$ cat src/rtl/oled_pkg.sv
// Shared constants for the SSD1331 (PmodOLEDrgb) driver: geometry, sequencer states and the
// panel init command stream.
package oled_pkg;

   localparam int unsigned WIDTH      = 96;
   localparam int unsigned HEIGHT     = 64;
   localparam int unsigned NUM_PIXELS = WIDTH * HEIGHT;
   localparam int unsigned INIT_LEN   = 19;

   typedef enum logic [2:0] {
      StPwrWait,
      StRstWait,
      StInit,
      StVccWait,
      StDispOn,
      StStream
   } oled_state_e;

   localparam logic [7:0] CmdUnlock        = 8'hFD;
   localparam logic [7:0] UnlockKey        = 8'h12;
   localparam logic [7:0] CmdDisplayOff    = 8'hAE;
   localparam logic [7:0] CmdRemap         = 8'hA0;
   localparam logic [7:0] RemapCfg         = 8'h72;
   localparam logic [7:0] CmdContrastA     = 8'h81;
   localparam logic [7:0] ContrastA        = 8'h91;
   localparam logic [7:0] CmdContrastB     = 8'h82;
   localparam logic [7:0] ContrastB        = 8'h50;
   localparam logic [7:0] CmdContrastC     = 8'h83;
   localparam logic [7:0] ContrastC        = 8'h7D;
   localparam logic [7:0] CmdMasterCurrent = 8'h87;
   localparam logic [7:0] MasterCurrent    = 8'h06;
   localparam logic [7:0] CmdPrechargeA    = 8'h8A;
   localparam logic [7:0] PrechargeA       = 8'h64;
   localparam logic [7:0] CmdPrechargeB    = 8'h8B;
   localparam logic [7:0] PrechargeB       = 8'h78;
   localparam logic [7:0] CmdPrechargeC    = 8'h8C;
   localparam logic [7:0] PrechargeC       = 8'h64;
   // Sent on its own after VCC has settled, never part of the init ROM.
   localparam logic [7:0] CmdDisplayOn     = 8'hAF;

endpackage

$ cat src/rtl/oled_spi_driver_if.sv
// Pixel interface between the OLED driver (master, issues raster indices) and a screen
// renderer (slave, returns RGB565 data one cycle later).
interface oled_spi_driver_if;

   logic [12:0] pixel_index;
   logic [15:0] pixel_data;
   logic        frame_begin;
   logic        sample_pixel;
   logic        sending_pixels;

   modport master (
      output pixel_index,
      output frame_begin,
      output sample_pixel,
      output sending_pixels,
      input  pixel_data
   );

   modport slave (
      input  pixel_index,
      input  frame_begin,
      input  sample_pixel,
      input  sending_pixels,
      output pixel_data
   );

endinterface

$ cat src/rtl/oled_init_rom.sv
// Combinational lookup of the SSD1331 init command bytes, sent in address order.
module oled_init_rom
   import oled_pkg::*;
(
   input  logic [4:0] addr,
   output logic [7:0] data
);

   always_comb begin
      data = 8'h00;
      case (addr)
         5'd0:    data = CmdUnlock;
         5'd1:    data = UnlockKey;
         5'd2:    data = CmdDisplayOff;
         5'd3:    data = CmdRemap;
         5'd4:    data = RemapCfg;
         5'd5:    data = CmdContrastA;
         5'd6:    data = ContrastA;
         5'd7:    data = CmdContrastB;
         5'd8:    data = ContrastB;
         5'd9:    data = CmdContrastC;
         5'd10:   data = ContrastC;
         5'd11:   data = CmdMasterCurrent;
         5'd12:   data = MasterCurrent;
         5'd13:   data = CmdPrechargeA;
         5'd14:   data = PrechargeA;
         5'd15:   data = CmdPrechargeB;
         5'd16:   data = PrechargeB;
         5'd17:   data = CmdPrechargeC;
         5'd18:   data = PrechargeC;
         default: data = 8'h00;
      endcase
   end

endmodule

$ cat src/rtl/oled_spi_driver.sv
// SSD1331 PmodOLEDrgb driver: power-up/init sequencing, then continuous RGB565 streaming over
// SPI mode 3 (MSB first), fetching pixels from the renderer through the pixel interface.
module oled_spi_driver
   import oled_pkg::*;
#(
   parameter int unsigned CLK_DIV      = 1,
   parameter int unsigned PWR_DELAY    = 125000,
   parameter int unsigned RST_DELAY    = 20,
   parameter int unsigned VCC_DELAY    = 625000,
   parameter int unsigned FRAME_PIXELS = NUM_PIXELS
) (
   input  logic              clock,
   input  logic              reset,
   oled_spi_driver_if.master pix,
   output logic              cs,
   output logic              sclk,
   output logic              sdin,
   output logic              d_cn,
   output logic              resn,
   output logic              vccen,
   output logic              pmoden
);

   localparam logic [7:0]  DivLoad = 8'(CLK_DIV - 1);
   localparam logic [19:0] PwrLoad = 20'(PWR_DELAY - 1);
   localparam logic [19:0] RstLoad = 20'(RST_DELAY - 1);
   localparam logic [19:0] VccLoad = 20'(VCC_DELAY - 1);
   localparam logic [12:0] LastIdx = 13'(FRAME_PIXELS - 1);

   oled_state_e state_q, state_d;
   logic [19:0] dly_q, dly_d;
   logic [4:0]  addr_q, addr_d;
   logic [7:0]  rom_data;
   logic [15:0] sh_q, sh_d, hold_q, hold_d, load_word;
   logic [3:0]  bits_q, bits_d, load_bits;
   logic [7:0]  div_q, div_d;
   logic [12:0] idx_q, idx_d;
   logic [1:0]  pend_q, pend_d;
   logic        sclk_q, sclk_d, busy_q, busy_d, cs_q, cs_d, d_cn_q, d_cn_d;
   logic        resn_q, resn_d, vccen_q, vccen_d, pmoden_q, pmoden_d;
   logic        frame_begin_q, frame_begin_d, sample_q, sample_d;
   logic        prime_q, prime_d, sending_q, sending_d;
   logic        word_done, load;

   oled_init_rom u_rom (
      .addr (addr_q),
      .data (rom_data)
   );

   always_ff @(posedge clock or posedge reset) begin
      if (reset) begin
         state_q       <= StPwrWait;
         dly_q         <= PwrLoad;
         addr_q        <= '0;
         sh_q          <= '0;
         hold_q        <= '0;
         bits_q        <= '0;
         div_q         <= '0;
         idx_q         <= '0;
         pend_q        <= '0;
         sclk_q        <= 1'b1;
         busy_q        <= 1'b0;
         cs_q          <= 1'b1;
         d_cn_q        <= 1'b0;
         resn_q        <= 1'b0;
         vccen_q       <= 1'b0;
         pmoden_q      <= 1'b0;
         frame_begin_q <= 1'b0;
         sample_q      <= 1'b0;
         prime_q       <= 1'b0;
         sending_q     <= 1'b0;
      end else begin
         state_q       <= state_d;
         dly_q         <= dly_d;
         addr_q        <= addr_d;
         sh_q          <= sh_d;
         hold_q        <= hold_d;
         bits_q        <= bits_d;
         div_q         <= div_d;
         idx_q         <= idx_d;
         pend_q        <= pend_d;
         sclk_q        <= sclk_d;
         busy_q        <= busy_d;
         cs_q          <= cs_d;
         d_cn_q        <= d_cn_d;
         resn_q        <= resn_d;
         vccen_q       <= vccen_d;
         pmoden_q      <= pmoden_d;
         frame_begin_q <= frame_begin_d;
         sample_q      <= sample_d;
         prime_q       <= prime_d;
         sending_q     <= sending_d;
      end
   end

   always_comb begin
      state_d       = state_q;
      dly_d         = dly_q;
      addr_d        = addr_q;
      sh_d          = sh_q;
      hold_d        = hold_q;
      bits_d        = bits_q;
      div_d         = div_q;
      idx_d         = idx_q;
      pend_d        = {pend_q[0], 1'b0};
      sclk_d        = sclk_q;
      busy_d        = busy_q;
      cs_d          = cs_q;
      d_cn_d        = d_cn_q;
      resn_d        = resn_q;
      vccen_d       = vccen_q;
      pmoden_d      = pmoden_q;
      frame_begin_d = 1'b0;
      sample_d      = 1'b0;
      prime_d       = prime_q;
      sending_d     = sending_q;
      word_done     = 1'b0;
      load          = 1'b0;
      load_word     = '0;
      load_bits     = '0;

      // Renderer data is valid two cycles after the index it answers.
      if (pend_q[1]) begin
         hold_d   = pix.pixel_data;
         sample_d = 1'b1;
      end

      if (busy_q) begin
         if (div_q != 8'd0) begin
            div_d = div_q - 8'd1;
         end else begin
            div_d = DivLoad;
            if (!sclk_q) begin
               sclk_d = 1'b1;
            end else if (bits_q != 4'd0) begin
               sclk_d = 1'b0;
               sh_d   = {sh_q[14:0], 1'b0};
               bits_d = bits_q - 4'd1;
            end else begin
               word_done = 1'b1;
            end
         end
      end

      unique case (state_q)
         StPwrWait: begin
            pmoden_d = 1'b1;
            if (dly_q == 20'd0) begin
               resn_d  = 1'b1;
               dly_d   = RstLoad;
               state_d = StRstWait;
            end else begin
               dly_d = dly_q - 20'd1;
            end
         end
         StRstWait: begin
            if (dly_q == 20'd0) begin
               cs_d      = 1'b0;
               d_cn_d    = 1'b0;
               load      = 1'b1;
               load_word = {rom_data, 8'h00};
               load_bits = 4'd7;
               addr_d    = addr_q + 5'd1;
               state_d   = StInit;
            end else begin
               dly_d = dly_q - 20'd1;
            end
         end
         StInit: begin
            if (word_done) begin
               if (addr_q == 5'(INIT_LEN)) begin
                  cs_d    = 1'b1;
                  busy_d  = 1'b0;
                  vccen_d = 1'b1;
                  dly_d   = VccLoad;
                  state_d = StVccWait;
               end else begin
                  load      = 1'b1;
                  load_word = {rom_data, 8'h00};
                  load_bits = 4'd7;
                  addr_d    = addr_q + 5'd1;
               end
            end
         end
         StVccWait: begin
            if (dly_q == 20'd0) begin
               cs_d      = 1'b0;
               d_cn_d    = 1'b0;
               load      = 1'b1;
               load_word = {CmdDisplayOn, 8'h00};
               load_bits = 4'd7;
               state_d   = StDispOn;
            end else begin
               dly_d = dly_q - 20'd1;
            end
         end
         StDispOn: begin
            if (word_done) begin
               cs_d          = 1'b1;
               busy_d        = 1'b0;
               d_cn_d        = 1'b1;
               sending_d     = 1'b1;
               idx_d         = '0;
               frame_begin_d = 1'b1;
               pend_d[0]     = 1'b1;
               prime_d       = 1'b1;
               state_d       = StStream;
            end
         end
         StStream: begin
            // First pixel waits for index 0 to be latched; afterwards pixels run back-to-back.
            if ((prime_q && sample_q) || word_done) begin
               prime_d   = 1'b0;
               cs_d      = 1'b0;
               load      = 1'b1;
               load_word = hold_q;
               load_bits = 4'd15;
               pend_d[0] = 1'b1;
               if (idx_q == LastIdx) begin
                  idx_d         = '0;
                  frame_begin_d = 1'b1;
               end else begin
                  idx_d = idx_q + 13'd1;
               end
            end
         end
         default: state_d = StPwrWait;
      endcase

      if (load) begin
         sh_d   = load_word;
         bits_d = load_bits;
         sclk_d = 1'b0;
         div_d  = DivLoad;
         busy_d = 1'b1;
      end
   end

   assign cs     = cs_q;
   assign sclk   = sclk_q;
   assign sdin   = sh_q[15];
   assign d_cn   = d_cn_q;
   assign resn   = resn_q;
   assign vccen  = vccen_q;
   assign pmoden = pmoden_q;

   assign pix.pixel_index    = idx_q;
   assign pix.frame_begin    = frame_begin_q;
   assign pix.sample_pixel   = sample_q;
   assign pix.sending_pixels = sending_q;

endmodule

$ cat src/flat_wrapper.sv
// flat-port wrapper written by rule: the top's interface ports become plain ports
module oled_spi_driver_flat import oled_pkg::*;
#(
   parameter int unsigned CLK_DIV      = 1,
   parameter int unsigned PWR_DELAY    = 125000,
   parameter int unsigned RST_DELAY    = 20,
   parameter int unsigned VCC_DELAY    = 625000,
   parameter int unsigned FRAME_PIXELS = NUM_PIXELS
)
  (clock, reset, cs, sclk, sdin, d_cn, resn, vccen, pmoden, pix_pixel_index, pix_frame_begin, pix_sample_pixel, pix_sending_pixels, pix_pixel_data);
  oled_spi_driver_if pix_i ();
  input  logic clock;
  input  logic reset;
  output logic cs;
  output logic sclk;
  output logic sdin;
  output logic d_cn;
  output logic resn;
  output logic vccen;
  output logic pmoden;
  output wire logic [$bits(pix_i.pixel_index)-1:0] pix_pixel_index;
  output wire logic [$bits(pix_i.frame_begin)-1:0] pix_frame_begin;
  output wire logic [$bits(pix_i.sample_pixel)-1:0] pix_sample_pixel;
  output wire logic [$bits(pix_i.sending_pixels)-1:0] pix_sending_pixels;
  input wire logic [$bits(pix_i.pixel_data)-1:0] pix_pixel_data;
  assign pix_pixel_index = pix_i.pixel_index;
  assign pix_frame_begin = pix_i.frame_begin;
  assign pix_sample_pixel = pix_i.sample_pixel;
  assign pix_sending_pixels = pix_i.sending_pixels;
  assign pix_i.pixel_data = pix_pixel_data;
  oled_spi_driver #(.CLK_DIV(CLK_DIV), .PWR_DELAY(PWR_DELAY), .RST_DELAY(RST_DELAY), .VCC_DELAY(VCC_DELAY), .FRAME_PIXELS(FRAME_PIXELS)) u_core (.clock(clock), .reset(reset), .pix(pix_i), .cs(cs), .sclk(sclk), .sdin(sdin), .d_cn(d_cn), .resn(resn), .vccen(vccen), .pmoden(pmoden));
endmodule
$ cat config.mk
export PLATFORM = sky130hd
export DESIGN_NAME = oled_spi_driver_flat
export DESIGN_NICKNAME = d
export VERILOG_FILES = /design/src/rtl/oled_pkg.sv /design/src/rtl/oled_spi_driver_if.sv /design/src/rtl/oled_init_rom.sv /design/src/rtl/oled_spi_driver.sv /design/src/flat_wrapper.sv
export SDC_FILE = /design/constraint.sdc
export NUM_CORES = 1
export LEC_CHECK = 0
export ABC_AREA = 1
export BUFFER_PORTS_ARGS = -buffer_cell sky130_fd_sc_hd__clkbuf_2
export CAP_MARGIN = 20
export CORE_ASPECT_RATIO = 0.9
export CORE_MARGIN = 2
export CORE_UTILIZATION = 35
export CTS_BUF_LIST = sky130_fd_sc_hd__clkbuf_8 sky130_fd_sc_hd__clkbuf_16
export CTS_CLUSTER_DIAMETER = 100
export DETAILED_ROUTE_END_ITERATION = 10
export PLACE_DENSITY = 0.55
export SYNTH_ARGS = -nofsm -noshare
export SYNTH_HDL_FRONTEND = slang
export SYNTH_SLANG_ARGS = --single-unit
$ cat constraint.sdc
create_clock -name clock -period 3.25 [get_ports clock]
set_input_delay 0.4875 -clock clock [delete_from_list [all_inputs] [get_ports clock]]
set_output_delay 0.4875 -clock clock [all_outputs]
set_load 0.03 [all_outputs]
# Word-level counts from Yosys, hierarchy flattened
# Memory sizes are Yosys's and may differ from the RTL's.
# Cells that the tools add are included.
# word_totals
reg_bits,98
mem_bits_ro,256
inputBits,18
out_inout_bits,23
word_cells,152
mem_count,1
# classes
add_sub_neg,5
n_eq_ne,21
n_mux,76
n_bitwise,1
n_reduce_logical,28
# mem_list
name,depth,width,read_ports,rd_clocked_by_memory_dff,write_ports,line_no,rtl
(no name shown),32,8,1,0,0,oled_init_rom.sv:11,case (addr)
# op_table
cell,count
$mux 16,10
$mux 20,4
$pmux 16 s4,1
$pmux 20 s3,1
$mux 13,3
$mux 4,7
$pmux 13 s2,1
$mux 1,25
$mux 3,8
$mux 8,3
$logic_not 20->1,1
$sub 20x1->20 const B,1
$ne 2x1->1 const B,9
$pmux 3 s6,1
$reduce_and 4->1,4
$mux 5,3
$add 13x1->13 const B,1
$eq 13x13->1 const B,1
$pmux 4 s3,1
$reduce_bool 2->1,6
$pmux 1 s2,5
$pmux 5 s2,1
$ne 3x1->1 const B,3
$reduce_and 3->1,3
21 further kinds,28

# Depth between registers and ports, before layout
# depth
depth_word,10
depth_mapped,15
depth_no_buf,14

# Cells and area by module
# From an unflattened synthesis, not the netlist that was laid out.
# unflattened
hier_cells,771
area_unflattened_um2,5795.6
# modules_own_cells
module,instances,cells_per_inst,area_each_um2,seq_area_each_um2
oled_spi_driver,1,704,5440.2,2466.1
oled_init_rom,1,67,355.3,0.0

# Worst setup path after synthesis
# OpenSTA, ideal clock, no wires.
# synth_path
kind,register -> register
from,reg u_core.addr_q[0]
to,reg u_core.sh_q[8]
setup_ns,0.133
arrival_time_ns,1.760
required_time_ns,3.117
slack_ns,1.357
path_stages_with_launch,14
n_path_buf,1
synth_period_minus_slack_ns,1.893
cell_sequence,dfrtp_1 -> clkbuf_1 -> inv_1 -> ha_1 -> a21oi_1 -> nand2_1 -> nand2_1 -> nor2_1 -> nand3_1 -> nand2_1 -> nor2_1 -> nand2_1 -> nand2_1 -> nand2_1
# synth_via
elab_chain_cells,6
word_cells_on_any_way,15
classes_between,2 x eq/ne; 8 x mux; 4 x reduce/logical; 1 x memory
# synth_rtl
item,line_no,rtl
"start, declared",oled_spi_driver.sv:32,"logic [4:0] addr_q, addr_d;"
"start signal, assigned",oled_spi_driver.sv:75,addr_q <= addr_d;
"parallel branches: the longest is 6 deep, another holds $mem_v2 32x8",--,
"end signal, assigned",oled_spi_driver.sv:55,sh_q <= '0;
"end signal, assigned",oled_spi_driver.sv:76,sh_q <= sh_d;
"end, declared",oled_spi_driver.sv:34,"logic [15:0] sh_q, sh_d, hold_q, hold_d, load_word;"
# Several ways; the timed one is not identified.
# A chain may end at the register's enable or synchronous reset.

# Worst setup path in the final report
# layout_path
from,reg u_core.bits_q[0]
to,reg u_core.sh_q[5]
# layout_via
elab_chain_cells,10
word_cells_on_any_way,18
classes_between,1 x eq/ne; 11 x mux; 6 x reduce/logical
# layout_rtl
item,line_no,rtl
"start, declared",oled_spi_driver.sv:35,"logic [3:0] bits_q, bits_d, load_bits;"
"start signal, assigned",oled_spi_driver.sv:78,bits_q <= bits_d;
$reduce_bool 4->1 (*),oled_spi_driver.sv:135,end else if (bits_q != 4'd0) begin
$mux 1,oled_spi_driver.sv:135,
$mux 1,oled_spi_driver.sv:133,if (!sclk_q) begin
$mux 1,oled_spi_driver.sv:129,if (div_q != 8'd0) begin
$mux 1,oled_spi_driver.sv:128,if (busy_q) begin
$logic_or 1x1->1,oled_spi_driver.sv:212,if ((prime_q && sample_q) || word_done) begin
$mux 1,oled_spi_driver.sv:212,
$pmux 1 s3,oled_spi_driver.sv:145,unique case (state_q)
$ne 2x1->1 (no source line) / $reduce_bool 2->1 (equally long branches),--,
$reduce_and 4->1 (no source line),--,
# Mark *: on every way between the ends. The rest lies on a longest branch, timed or not.

==> reports/results.ini <==
[power]
leakagePower_nw=3.557
power_density_nw_per_um2=359.3
peakVddDrop_uv=282.5
power.total_w=0.002413

[detailed_routing]
vias=5227
drt_iter0_markers=316
wirelength_um=14260
vias_per_cell=5.050
route.detailed.drc=0
postRouteAntennaNets=0
drt-wirelength-per-cell_um=13.78
drt_pass1_iterations=5

[synth]
synth_nets=819
synth_cells=788
ys_seq_area_share_pct=41.08
synth_seq_cells=98
synthDistinctLibCells=39
synthesis.yosys.warnings=0
syn_area_sq_um=6003
postSynthAreaPerCell_sq_um=7.618

[floorplan]
die_area_sq_um=18220
fp.dieH_um=128.2
dieWidth_um=142.1
initial_core_util_pct=35.66
core_area_sq_um=16830
fp-row-count=45
boundaryPins=41

[critical_path]
setup.worst_path.start_class=flop
cp_num_buf_inv=2
crit_chain=inv_1 > ha_1 > nand2_1 > nor2_2 > nand2_4 > nand2_4 > nand2_4 > nand2_2 > nor2_4 > buf_4 > nand2_1 > nand2_1 > nand2_1 > nand2_1
end_kind=flop
cpLargestDelayFamily=simple AND/OR/NAND/NOR gates
cp_data_arrival_time_ns=2.71
path_class=flop to flop
cp_max_fo=21
slowest_delay_ns=0.38
cp.required_ns=3.55
worst_path_max_delay_cell=dfrtp_1
cp_common_cell=nand2_1
reg2regPathDepth=14
cp.depth=14

[placement]
place_inst=1019
place_area_sq_um=6399
hpwlAfterDp_um=10140
dp_slack_ns=0.8291
gp_congestion=0.8401
portBuffers=40

[cts]
clock-sinks=98
postCtsHoldBufs=0
post-cts-setup-buffers=0
root_buffer=clkbuf_16
postCtsResizedCells=0
cts_tree=built
h-tree-depth=3
cts_buffers=9
clock_latency_ns=0.36
clkTransAtPathRegs_ns=0.08
ctsLongestPathBuffers=2

[timing]
rsz0062_at_grt=false
clock_skew_ns=0.009950
min_period_over_period_pct=74.22
final_hold_viol_count=0
setup_ws_ns=0.8380
finalMaxSlewViolations=0
setup_tns_ns=0
min_period_ns=2.412
max_slew.worst_pin.slew_ns=0.7314
max_freq_mhz=414.6
relSlewSlack_pct=50.87
finalSetupViolCount=0

[grt]
grt_max_degree=56
grt_pass1_wl_um=24730
antenna_found_initial=0
gr-total-overflow=0
track_usage_pct=16.77
first_global_vias=4974

[layout]
fillers=1744
finalNetCount=850
regArea_sq_um=2466
syn_to_final_growth_pct=11.88
final_area_sq_um=6716
multi_input_area_sq_um=3119
antenna_cells=0
stdcell_count=1035
final_layout_size_suffix_gt1_share_pct=15.53

[job]
maxCapViolCount=0

[min_path]
hold_class=primary input to asynchronous set/reset pin

[outcome]
status=finished clean

==> worst reg2reg max path, delay by kind of cell (launching register included) <==
kind          cells  cell delay [ns]
fa+ha+maj         1             0.22
buf+inv           2             0.39
flops             1             0.38
simple gates     11             1.38
==> synthesized netlist by cell type, drive strengths merged <==
library cell	number	area, sq um
dfrtp	87	2177
nand3b	1	7.510
nand2	240	938.4
nand4	24	162.7
nor2	82	337.8
o311ai	20	175.2
buf	16	98.84
clkbuf	12	45.04
dfstp	11	289.0
or2	4	25.02
mux2	15	168.9
a22oi	4	30.03
o21a	1	7.510
nor3b	1	7.510
nand3	71	370.4
xor2	26	227.7
a21oi	17	85.08
o211ai	2	15.01
xnor2	2	17.52
o31ai	2	20.02
a31oi	2	12.51
nor3	11	77.57
ha	13	162.7
o21ai	49	252.8
a31o	2	17.52
inv	73	274.0
==> layout by cell type, fill, tap and decap left out, types with 10 or more instances in the layout <==
cell type | netlist | layout
a21oi_1 | 17 | 17
clkbuf_2 | 0 | 40
dfrtp_1 | 87 | 87
dfstp_2 | 11 | 11
ha_1 | 13 | 13
inv_1 | 65 | 64
mux2_2 | 15 | 15
nand2_1 | 233 | 233
nand3_1 | 68 | 68
nand4_1 | 22 | 22
nor2_1 | 76 | 76
o21ai_0 | 37 | 37
o21ai_1 | 10 | 10
o311ai_0 | 17 | 17
xor2_1 | 26 | 26
==> logic make-up after synthesis <==
| logic type | after synthesis | synth area share, % |
|---|---|---|
| xor+xnor | 28 | 4.085 |
| mux | 15 | 2.814 |
| fa+ha+maj | 13 | 2.710 |
| simple gates | 434 | 32.10 |
| compound gates | 99 | 10.25 |
| buf+inv | 101 | 6.961 |
| flops | 98 | 41.08 |
==> through the flow <==
stage / utilization (%) / hold WS (ns)
final: 39.90 / 0.2298
after global routing: 39.90 / 0.3031
after CTS: 39.90 / 0.2623
after detailed placement: 38.01 / 0.3364
after global placement: 38.01 / 0.3353
after floorplan: - / 0.3312
==> per-layer routing <==
| layer | global-route usage, % | part of all wire [%] | wire length (um) | vias to the layer above |
|---|---|---|---|---|
| met4 | 3.176 | 0.83 | 118 | 0 |
| met2 | 26.68 | 44 | 6340 | 83 |
| li1 | - | - | - | 2666 |
| met1 | 23.54 | 51 | 7255 | 2468 |
| met3 | 3.885 | 3.8 | 549 | 10 |
| met5 | 0 | 0 | 0 | - |
==> registers in the layout, summed over array words and instances, names as in the netlist, 2 cells and up <==
register	flops
u_core.dly_q	20
u_core.hold_q	16
u_core.sh_q	16
u_core.pix.pixel_index	13
u_core.div_q	8
u_core.addr_q	5
u_core.bits_q	4
u_core.state_q	3
u_core.pend_q	2
==> final timing paths <==
kind / startpoint / end / slack, ns
worst max register to register: u_core.bits_q[0] / u_core.sh_q[5] / 0.84
worst min register to register: u_core.pend_q[0] / u_core.pend_q[1] / 0.35
min in group clock: pix_pixel_data[7] / u_core.hold_q[7] / 0.35
max in group asynchronous: reset / u_core.sclk / 2.26
worst max-delay path: u_core.bits_q[0] / u_core.sh_q[5] / 0.84
worst min-delay path: reset / u_core.dly_q[5] / 0.23
==> cell type report <==
| type | count | area share (%) |
|---|---|---|
| multi-input cells | 589 | 46.44 |
| well taps | 211 | 3.931 |
| inverters | 73 | 4.117 |
| flip-flops and latches | 98 | 36.72 |
| clock buffers | 9 | 3.353 |
| clock inverters | 7 | 1.379 |
| repair buffers | 48 | 4.061 |
==> where the power goes <==
part	switching (W)	internal, W
sequential	0	0.00122
clock	0.000538	0.000620
combinational	0.0000272	0.00000995
(Power assumes the default switching activity.)
